$ cat src/rtl/bcd_pkg.sv
// ---------------------------------------------------------------------------
// bcd_pkg
// Shared constants and types for the packed-BCD adder.
//   BCD_W    : bits per BCD digit
//   BCD_MAX  : largest legal digit value
//   BCD_CORR : correction added to a binary digit sum that exceeds BCD_MAX
//   bcd_digit_t : one packed BCD digit
// ---------------------------------------------------------------------------
package bcd_pkg;

   localparam int BCD_W = 4;

   typedef logic [BCD_W-1:0] bcd_digit_t;

   localparam bcd_digit_t BCD_MAX  = 4'd9;
   localparam bcd_digit_t BCD_CORR = 4'd6;

endpackage : bcd_pkg

$ cat src/rtl/bcd_digit_add.sv
// ---------------------------------------------------------------------------
// bcd_digit_add
// Combinational one-digit BCD adder with decimal carry.
//   a, b : input digits (values above 9 are still processed by the same rule)
//   ci   : decimal carry in
//   sum  : BCD result digit
//   co   : decimal carry out
//   bad  : a or b is not a legal BCD digit (>9)
// ---------------------------------------------------------------------------
module bcd_digit_add
   import bcd_pkg::*;
(
   input  bcd_digit_t a,
   input  bcd_digit_t b,
   input  logic       ci,
   output bcd_digit_t sum,
   output logic       co,
   output logic       bad
);

   // Five bits wide so that the worst case 15+15+1=31 is not truncated.
   logic [BCD_W:0] bin_sum;
   logic [BCD_W:0] corr_sum;

   // NOTE: every output of this always_comb is assigned on every path, so no
   // latch can be inferred.
   always_comb begin
      bin_sum  = {1'b0, a} + {1'b0, b} + {{BCD_W{1'b0}}, ci};
      corr_sum = bin_sum + {1'b0, BCD_CORR};
      co       = (bin_sum > {1'b0, BCD_MAX});
      sum      = co ? corr_sum[BCD_W-1:0] : bin_sum[BCD_W-1:0];
      bad      = (a > BCD_MAX) || (b > BCD_MAX);
   end

endmodule : bcd_digit_add

$ cat src/rtl/bcd_adder.sv
// ---------------------------------------------------------------------------
// bcd_adder
// Registered multi-digit packed-BCD adder, 1-cycle latency, one addition per
// cycle. The digit carry chain is purely combinational; the only storage is
// the output register stage.
//   clk       : rising-edge clock
//   rst_n     : asynchronous active-low reset
//   in_valid  : bcd1/bcd2/cin are valid this cycle
//   bcd1,bcd2 : packed BCD operands, digit 0 in bits [3:0]
//   cin       : decimal carry into digit 0
//   out_valid : bcdsum/cout/err hold a result captured on the previous edge
//   bcdsum    : packed BCD sum
//   cout      : decimal carry out of the most significant digit
//   err       : some captured operand digit was greater than 9
// ---------------------------------------------------------------------------
module bcd_adder
   import bcd_pkg::*;
#(
   parameter int DIGITS = 1
) (
   input  logic                    clk,
   input  logic                    rst_n,
   input  logic                    in_valid,
   input  logic [BCD_W*DIGITS-1:0] bcd1,
   input  logic [BCD_W*DIGITS-1:0] bcd2,
   input  logic                    cin,
   output logic                    out_valid,
   output logic [BCD_W*DIGITS-1:0] bcdsum,
   output logic                    cout,
   output logic                    err
);

   // carry[i] feeds digit i; carry[DIGITS] is the decimal carry out.
   logic [DIGITS:0]             carry;
   logic [DIGITS-1:0]           bad_digit;
   logic [BCD_W*DIGITS-1:0]     bcdsum_d;
   logic                        cout_d;
   logic                        err_d;

   logic                        out_valid_q;
   logic [BCD_W*DIGITS-1:0]     bcdsum_q;
   logic                        cout_q;
   logic                        err_q;

   assign carry[0] = cin;

   for (genvar i = 0; i < DIGITS; i++) begin : g_digit
      bcd_digit_add u_digit (
         .a   (bcd1[BCD_W*i +: BCD_W]),
         .b   (bcd2[BCD_W*i +: BCD_W]),
         .ci  (carry[i]),
         .sum (bcdsum_d[BCD_W*i +: BCD_W]),
         .co  (carry[i+1]),
         .bad (bad_digit[i])
      );
   end

   assign cout_d = carry[DIGITS];
   assign err_d  = |bad_digit;

   // NOTE: the output registers are reset so that a cleared adder presents a
   // defined all-zero result rather than stale data; sequential state is
   // written with non-blocking assignments only.
   always_ff @(posedge clk or negedge rst_n) begin
      if (!rst_n) begin
         out_valid_q <= 1'b0;
         bcdsum_q    <= '0;
         cout_q      <= 1'b0;
         err_q       <= 1'b0;
      end else begin
         out_valid_q <= in_valid;
         // Without a new operand the previous result is held.
         if (in_valid) begin
            bcdsum_q <= bcdsum_d;
            cout_q   <= cout_d;
            err_q    <= err_d;
         end
      end
   end

   assign out_valid = out_valid_q;
   assign bcdsum    = bcdsum_q;
   assign cout      = cout_q;
   assign err       = err_q;

endmodule : bcd_adder

$ cat config.mk
export PLATFORM = sky130hd
export DESIGN_NAME = bcd_adder
export DESIGN_NICKNAME = d
export VERILOG_FILES = /design/src/rtl/bcd_pkg.sv /design/src/rtl/bcd_digit_add.sv /design/src/rtl/bcd_adder.sv
export SDC_FILE = /design/constraint.sdc
export NUM_CORES = 1
export LEC_CHECK = 0
export ABC_CLOCK_PERIOD_IN_PS = 1600
export CAP_MARGIN = 30
export CORE_AREA = 2 2 39 41
export CTS_CLUSTER_SIZE = 24
export DETAILED_ROUTE_END_ITERATION = 16
export DIE_AREA = 0 0 41 43
export PLACE_DENSITY = 0.7
export SLEW_MARGIN = 20
export SYNTH_ARGS = -nofsm -noshare
export SYNTH_HDL_FRONTEND = slang
export SYNTH_HIERARCHICAL = 1
export SYNTH_SLANG_ARGS = --single-unit
$ cat constraint.sdc
create_clock -name clk -period 1.6 [get_ports clk]
set_input_delay 0.24 -clock clk [delete_from_list [all_inputs] [get_ports clk]]
set_output_delay 0.24 -clock clk [all_outputs]
set_load 0.005 [all_outputs]
# ---- After elaboration in Yosys (flattened, before gate mapping)
# Cells that the tools add are included.
# W data, S select, Z words.
dict set report totals {
  output_inout_bits 7
  elab_cells 12
  register_bits 7
  input_bits 12
}
dict set report op_classes {
  n_lt_le_gt_ge 3
  n_reduce_logical 1
  muxes 1
  add_sub_neg 3
}
# operator count
set op_table {}
lappend op_table {{$gt A4 B4 Y1 const B} 2}
lappend op_table {{$add A4 B4 Y5} 1}
lappend op_table {{$add A5 B1 Y5} 1}
lappend op_table {{$gt A5 B4 Y1 const B} 1}
lappend op_table {{$add A4 B3 Y4 const B} 1}
lappend op_table {{$mux W4} 1}
lappend op_table {{$logic_or A1 B1 Y1} 1}

# ---- Depth between registers and ports, before layout
dict set report depth {
  depth_word 4
  depth_mapped 8
  mapped_depth_nobuf 8
}

# ---- By module
# The synthesis kept the hierarchy.
# module n_inst cells_per_inst seq_area_each_um2 area_each_um2
set modules_own_cells {}
lappend modules_own_cells {bcd_adder 1 14 175.2 276.5}
lappend modules_own_cells {bcd_digit_add 1 25 0.0 225.2}

# ---- Worst setup path before layout
# OpenSTA, ideal clock, no wires.
dict set report synth_path {
  kind {input to register}
  from {input port bcd1[0]}
  to {register bcdsum_q[3] (netlist: bcdsum[3])}
  required_time_ps 1475
  arrival_time_ps 2388
  setup_time_ps 125
  slack_ps -914
  path_buffers 0
  path_stages 8
  cell_sequence {fa_1 > fa_1 > xnor2_1 > ha_1 > a31o_1 > a2111oi_0 > nor2b_1 > mux2_4}
}
dict set report synth_via {
  elab_chain_len 4
  word_cells_on_any_way 5
  classes_between {add/sub: 3; order compare: 1; mux: 1}
}
# item line
set synth_lines {}
lappend synth_lines {{from (decl)} bcd_adder.sv:24} ;# input logic [BCD_W*DIGITS-1:0] bcd1,
lappend synth_lines {{$add A4 B4 Y5 (*)} bcd_digit_add.sv:28} ;# bin_sum = {1'b0, a} + {1'b0, b} + {{BCD_W{1'b0}}, ci};
lappend synth_lines {{$add A5 B1 Y5 (*)} bcd_digit_add.sv:28}
lappend synth_lines {{$add A4 B3 Y4 / $gt A5 B4 Y1 (equally long branches)} {bcd_digit_add.sv:29, bcd_digit_add.sv:30}}
lappend synth_lines {{$mux W4 (*)} bcd_digit_add.sv:31} ;# sum = co ? corr_sum[BCD_W-1:0] : bin_sum[BCD_W-1:0];
lappend synth_lines {{named net bcdsum_d[3]} bcd_adder.sv:36} ;# logic [BCD_W*DIGITS-1:0] bcdsum_d;
lappend synth_lines {{to (signal assigned)} bcd_adder.sv:74} ;# bcdsum_q <= bcdsum_d;
lappend synth_lines {{to (decl)} bcd_adder.sv:41} ;# logic [BCD_W*DIGITS-1:0] bcdsum_q;
# Mark *: on every way through the listed nets, which the timed path passes. The rest lies on a longest branch.
# A chain may end at the register's enable or synchronous reset.

# ---- Final worst setup path
dict set report layout_path {
  from {input port bcd1[0]}
  to {register bcdsum_q[2] (netlist: bcdsum[2])}
}
dict set report layout_via {
  elab_chain_len 4
  word_cells_on_any_way 5
  classes_between {add/sub: 3; order compare: 1; mux: 1}
}
# item line
set layout_lines {}
lappend layout_lines {{$add A4 B4 Y5} bcd_digit_add.sv:28}
lappend layout_lines {{$add A5 B1 Y5} bcd_digit_add.sv:28}
lappend layout_lines {{$gt A5 B4 Y1} bcd_digit_add.sv:30} ;# co = (bin_sum > {1'b0, BCD_MAX});
lappend layout_lines {{named net cout_d} bcd_adder.sv:37} ;# logic cout_d;
lappend layout_lines {{$mux W4} bcd_digit_add.sv:31}
lappend layout_lines {{named net bcdsum_d[2]} bcd_adder.sv:36}
# The timed path passes the listed nets, and every way through them passes these cells.

==> impl_metrics.py <==
metrics = {
    "floorplanning": {
        "initial_core_util": 0.363,
        "rows": 14,
        "die_width_um": 41,
        "die_h_um": 43,
        "dieArea_um2": 1760,
        "core_um2": 1380,
        "io-pin-count": 19,
    },
    "yosys": {
        "yosysSeqAreaShare": 0.349,
        "ys_async_sr_fraction": 1.00,
        "synthCells": 39,
        "yosysWarnings": 6,
        "synth_mux_area_frac": 0.200,
        "syn_area_um2": 502,
        "ys.flop_type": "dfrtp_1",
        "avgSynthCellArea_um2": 12.9,
        "synth_top_cell_area_share": 0.349,
        "synth-xor-area-share": 0.0349,
        "synthMostInstantiatedCell": "dfrtp_1",
        "ys_types": 19,
        "synth_edf_count": 0,
        "syn_nets": 57,
        "synth-simple-area-share": 0.0424,
        "synthTopCellsByCount": "dfrtp_1 (7), mux2_4 (6), ha_1 (4)",
        "synth_compound_area_frac": 0.157,
        "yosys_register_bits": 7,
        "synthAdderAreaFrac": 0.180,
        "synth_top_family_by_area": "multiplexers",
        "synth.area.top_cells": "dfrtp_1 (35%), mux2_4 (18%), ha_1 (10%)",
        "synth_top_area_cell": "dfrtp_1",
    },
    "critical_path": {
        "ff2ff_setup_slack_ns": 0.84,
        "crit_chain": "buf_6 -> fa_2 -> fa_2 -> inv_2 -> ha_4 -> a31o_4 -> o31ai_4 -> mux2i_1 -> mux2_4",
        "worst_ep_arrival_time_ns": 2.32,
        "cp_slowest_stage_delay_ns": 0.54,
        "start_kind": "input pin",
        "slowest_stage": "fa_2",
        "critical_path.top_delay_family": "adder cells",
        "critPathRequiredTime_ns": 1.73,
        "worst_setup_path_end_kind": "flop",
        "cp_common_cell": "fa_2",
        "path_class": "in -> reg",
        "path_buf_inv": 2,
        "cp_max_fo": 3,
    },
    "cells_and_area": {
        "postLayoutCellArea_um2": 877,
        "final_net_count": 91,
        "n_antenna_cell": 0,
        "fin_cells": 88,
        "area_growth_pct": 74.8,
        "layout-drive-gt1-share": 0.500,
        "post-route-util": 0.634,
    },
    "flow_run": {
        "cap_viol_max_count": 0,
    },
    "drt": {
        "avgRoutedWirePerCell_um": 11.7,
        "vias_per_cell": 4.80,
        "drt_wl_total_um": 1030,
        "drt_pass1_iterations": 2,
        "drc_errors": 0,
        "antenna_left": 0,
        "num_vias": 422,
        "first_iter_violations": 3,
    },
    "global_routing": {
        "use_met1": 0.150,
        "gr-usage-met2": 0.253,
        "globalRoute.busiestLayer": "met2",
        "antenna_found_initial": 0,
        "grt_pass1_vias": 456,
        "grt_pass1_wl_um": 1720,
        "use_met3": 0.0157,
        "overflow": 0,
        "grt_use_total": 0.143,
        "grt_max_degree": 8,
    },
    "sta": {
        "finClkSkew_ns": 0,
        "fmax_mhz": 457,
        "slew_headroom": 0.793,
        "period_needed_ns": 2.19,
        "fin_crit_sh": 1.37,
        "final_max_slew_viol_count": 0,
        "grt_setup_unrepaired": "yes",
        "worst_pin_slew_ns": 0.310,
        "setup_slack_ns": -0.590,
        "setup-tns-final_ns": -2.17,
        "hold_viol": 0,
        "hold_slack_ns": 0.247,
        "setup_viol": 4,
    },
    "pwr": {
        "switching_share": 0.279,
        "p_sw_uw": 243,
        "p_leak_nw": 0.390,
        "cell_internal_pwr_uw": 626,
        "clock_power_share": 0.181,
        "power_frac_seq": 0.288,
        "combPwrFrac": 0.530,
        "power_uw": 869,
        "vdd_drop_max_mv": 0.407,
        "powerDensity_nw_per_um2": 991,
    },
    "place": {
        "globalplace.congestion": 0.671,
        "dp_cells": 78,
        "dpl.hpwl_um": 825,
        "port_buffers": 18,
        "postPlaceCellArea_um2": 788,
        "place_ws_ns": -1.25,
    },
    "clock_tree": {
        "cts_buffers": 3,
        "path_clk_slew_ns": 0.05,
        "cts_tree": "built",
        "cts_sinks": 7,
        "htree_levels": 1,
        "cts.path.max_buffers": 2,
        "holdBufCountCts": 0,
        "clock_latency_ns": 0.25,
        "cts_root_buf": "clkbuf_4",
    },
    "run_status": {
        "status": "finished, violations left",
        "violations": "setup timing",
    },
    "worst_hold_path": {
        "min_path_type": "in -> async",
    },
}
==> metal layers <==
metal / wire (um) / up-vias
li1: - / 211
met1: 399 / 198
met4: 0 / 0
met3: 44 / 0
met5: 0 / -
met2: 585 / 13
==> state kept, by name, indices dropped and copies added, names as in the netlist <==
name       cells
cout           1
bcdsum         4
out_valid      1
err            1
==> area by class of cell <==
class	count	area, um^2
well taps	16	20.0
clock buffers	4	26.3
repair buffers	30	259
multi-input cells	29	389
inverters	2	7.51
flip-flops and latches	7	175
fillers	128	507
==> final timing paths <==
kind | start | end | cells past startpoint
max | bcd1[0] | bcdsum[2]$_DFFE_PN0P_ | 9
min | rst_n | bcdsum[0]$_DFFE_PN0P_ | 1
max reg2reg | bcdsum[0]$_DFFE_PN0P_ | bcdsum[0]$_DFFE_PN0P_ | 1
min reg2reg | bcdsum[1]$_DFFE_PN0P_ | bcdsum[1]$_DFFE_PN0P_ | 1
max in group asynchronous | rst_n | bcdsum[3]$_DFFE_PN0P_ | 1
min in group clk | bcd1[0] | bcdsum[0]$_DFFE_PN0P_ | 3
==> power groups by stage <==
stage                     combinational (mW)  sequential, mW  clock (mW)
after floorplan                        0.235           0.257           0
after global placement                 0.406           0.254           0
after global routing                   0.505           0.257       0.178
after detailed placement               0.415           0.253           0
final                                  0.461           0.251       0.158
after CTS                              0.434           0.252       0.167
==> repair_timing <==
action | CTS | global route
setup buffers | 4 | 3
gates resized for setup | 15 | 4
cloned | 0 | 0
pin swaps | 3 | 2
endpoints found under the setup margin | 4 | 4
==> logic make-up after synthesis <==
kind of cell               Yosys count
AOI/OAI and AO/OA                   10
xor gates and xnor gates             2
adders and majority gates            6
buffers and inverters                3
DFF                                  7
and+or+nand+nor                      4
muxes                                7
==> placed cells by master (no fill, tap or decap) <==
| cell | n |
|---|---|
| and3_2 | 1 |
| buf_2 | 2 |
| o22ai_1 | 1 |
| a21oi_2 | 1 |
| nand3_1 | 1 |
| a31o_4 | 1 |
| buf_6 | 1 |
| mux2i_1 | 1 |
| nand2_1 | 1 |
| inv_1 | 1 |
| a2111oi_4 | 1 |
| clkbuf_1 | 1 |
| o31ai_4 | 1 |
| dfrtp_1 | 7 |
| nor2b_1 | 1 |
| clkbuf_4 | 3 |
| o21ai_0 | 2 |
| ha_1 | 2 |
| mux2_4 | 6 |
| ha_4 | 2 |
| xnor2_1 | 1 |
| a21oi_1 | 2 |
| inv_2 | 1 |
| dlygate4sd2_1 | 2 |
| clkdlybuf4s50_1 | 13 |
| buf_4 | 12 |
| xnor2_4 | 1 |
| a21o_2 | 1 |
| fa_2 | 2 |
No activity file was read; power rests on OpenSTA's default activity.
==> variant (same settings) <==
Put one more register stage on the output `cout`, with the module's reset. The value now appears one clock later. The other outputs are not delayed to match.
--- a/src/rtl/bcd_adder.sv
+++ b/src/rtl/bcd_adder.sv
@@ -80,7 +80,13 @@
 
    assign out_valid = out_valid_q;
    assign bcdsum    = bcdsum_q;
-   assign cout      = cout_q;
+   always_ff @(posedge clk or negedge rst_n) begin
+      if (!rst_n) begin
+         cout <= '0;
+      end else begin
+         cout <= cout_q;
+      end
+   end
    assign err       = err_q;
 
 endmodule : bcd_adder
Behaviour: not the same (a bounded check fails within 4 cycles, from zero or initial values and one cycle with rst_n low).
==> variant against the original RTL <==
- the flow still finishes with violations (setup timing)
- clock skew grew 3.0 ps
- cell area rose by 1.9%
- utilization increased by 1.2 points
- area after synthesis rose by 5.0%
- worst setup slack worse by 19 ps
- synthesized cell count up 2.6%
- sequential cell count increased by 1
- wire length up 6.7%
- total power is 3.2% higher
- global-route usage grew 0.82 points
- largest cell class unchanged
==> variant: results (changes against the original RTL) <==
[run_status]
outcome = complete, but fails checks
violations = setup timing

[pwr]
leakagePower_nw = 0.404  ; +3.8%
peakVddDrop_mv = 0.362  ; -11%

[synth]
synth_area_leaders = dfrtp_1 38%, mux2_4 17%, ha_1 9.5%
syn_nets = 58  ; +1.8%
syn_area_per_cell_um2 = 13.2  ; +2.4%

[global_route]
grt_pass1_vias = 436  ; -4.4%
grt_max_degree = 9  ; +1
grt_pass1_wl_um = 1780  ; +3.6%
grtUsageTotal = 0.151  ; +0.00822

[timing]
fin_ws_ps = -609  ; -18.6 ps
setup_violations = 4  ; unchanged
finClkSkew_ps = 2.96  ; +2.96 ps
maxSlewHeadroom = 0.769  ; -0.0244
finalSetupTns_ps = -2220  ; -51.7 ps

[route]
avgViaCountPerCell = 5.02  ; +4.7%
dr.first_iter.drc_count = 6  ; +3
wire_per_inst_um = 12.3  ; +5.5%

[final_layout]
num-nets-final = 93  ; +2.2%
drive_above_1_share = 0.493  ; -0.00685
layout.cells.non_filler = 89  ; +1.1%
n_fill_cell = 133  ; +3.9%

[placement]
post_dp_cell_area_um2 = 836  ; +6.0%
dp_cells = 82  ; +5.1%
place_ws_ps = -1290  ; -43.0 ps
dp_hpwl_um = 906  ; +9.9%

[critical_path]
r2r-start = bcdsum[3]$_DFFE_PN0P_

## variant: cell types whose count changed after synthesis
cell,unedited run,this run
dfrtp_1,7,8
## variant: cell families (layout without fill, tap and decap cells)
logic type	after synthesis	in the layout	share of synthesized area
xor+xnor	2	2	0.0333
mux	7	7	0.190
fa+ha+maj	6	6	0.171
compound gates	10	10	0.150
simple gates	4	4	0.0404
flops	8	8	0.380
buf+inv	3	36	0.0356
## variant: final cells by class
type	instances	area, um^2	share of cell area
inverter	2	7.51	0.00840
sequential	8	200	0.224
timing repair buffer	31	267	0.298
multi-input combinational	29	377	0.422
clock buffer	3	22.5	0.0252
tap	16	20.0	0.0224
## variant: report_power, final
| part | internal (W) | leakage (nW) | switching, W |
|---|---|---|---|
| sequential | 0.000258 | 0.0917 | 0.0000309 |
| combinational | 0.000304 | 0.299 | 0.000155 |
| clock | 0.0000855 | 0.0138 | 0.0000636 |
## variant: per-stage QoR
| step | total power [W] | utilization | hold slack (ps) |
|---|---|---|---|
| after detailed placement | 0.000724 | 0.604 | 379 |
| after global placement | 0.000708 | 0.604 | 368 |
| after CTS | 0.000901 | 0.637 | 269 |
| final | 0.000896 | 0.646 | 259 |
| after global routing | 0.000957 | 0.646 | 284 |
| after floorplan | 0.000525 | - | -55.6 |
## variant: worst max-delay path, cell delays in order
cell and delay (ps):
buf_6 100, fa_2 400, fa_2 540, inv_2 60, ha_4 160, a31o_4 220
o31ai_4 230, mux2i_1 130, mux2_4 260
## variant: metal layers
layer	GRT usage	vias to the layer above	wire, um
li1	-	216	-
met1	0.160	213	381
met2	0.269	14	637
met3	0	4	49
met4	0.100	0	29
met5	0	-	0
## variant: timing repair
item / in CTS / in global routing
setup buffers: 3 / 1
gates resized for setup: 16 / 2
pin swaps: 6 / 2
setup endpoints to repair: 4 / 4
hold buffers: 0 / 0
## variant: worst paths after layout
check | endpoint | slack (ps) | cells past startpoint
min in group clk | cout$_DFF_PN0_ | 400 | 0
min reg2reg | cout$_DFF_PN0_ | 400 | 0
min | out_valid$_DFF_PN0_ | 260 | 1
max in group asynchronous | bcdsum[2]$_DFFE_PN0P_ | 1090 | 1
max reg2reg | bcdsum[3]$_DFFE_PN0P_ | 820 | 1
max | bcdsum[2]$_DFFE_PN0P_ | -610 | 9
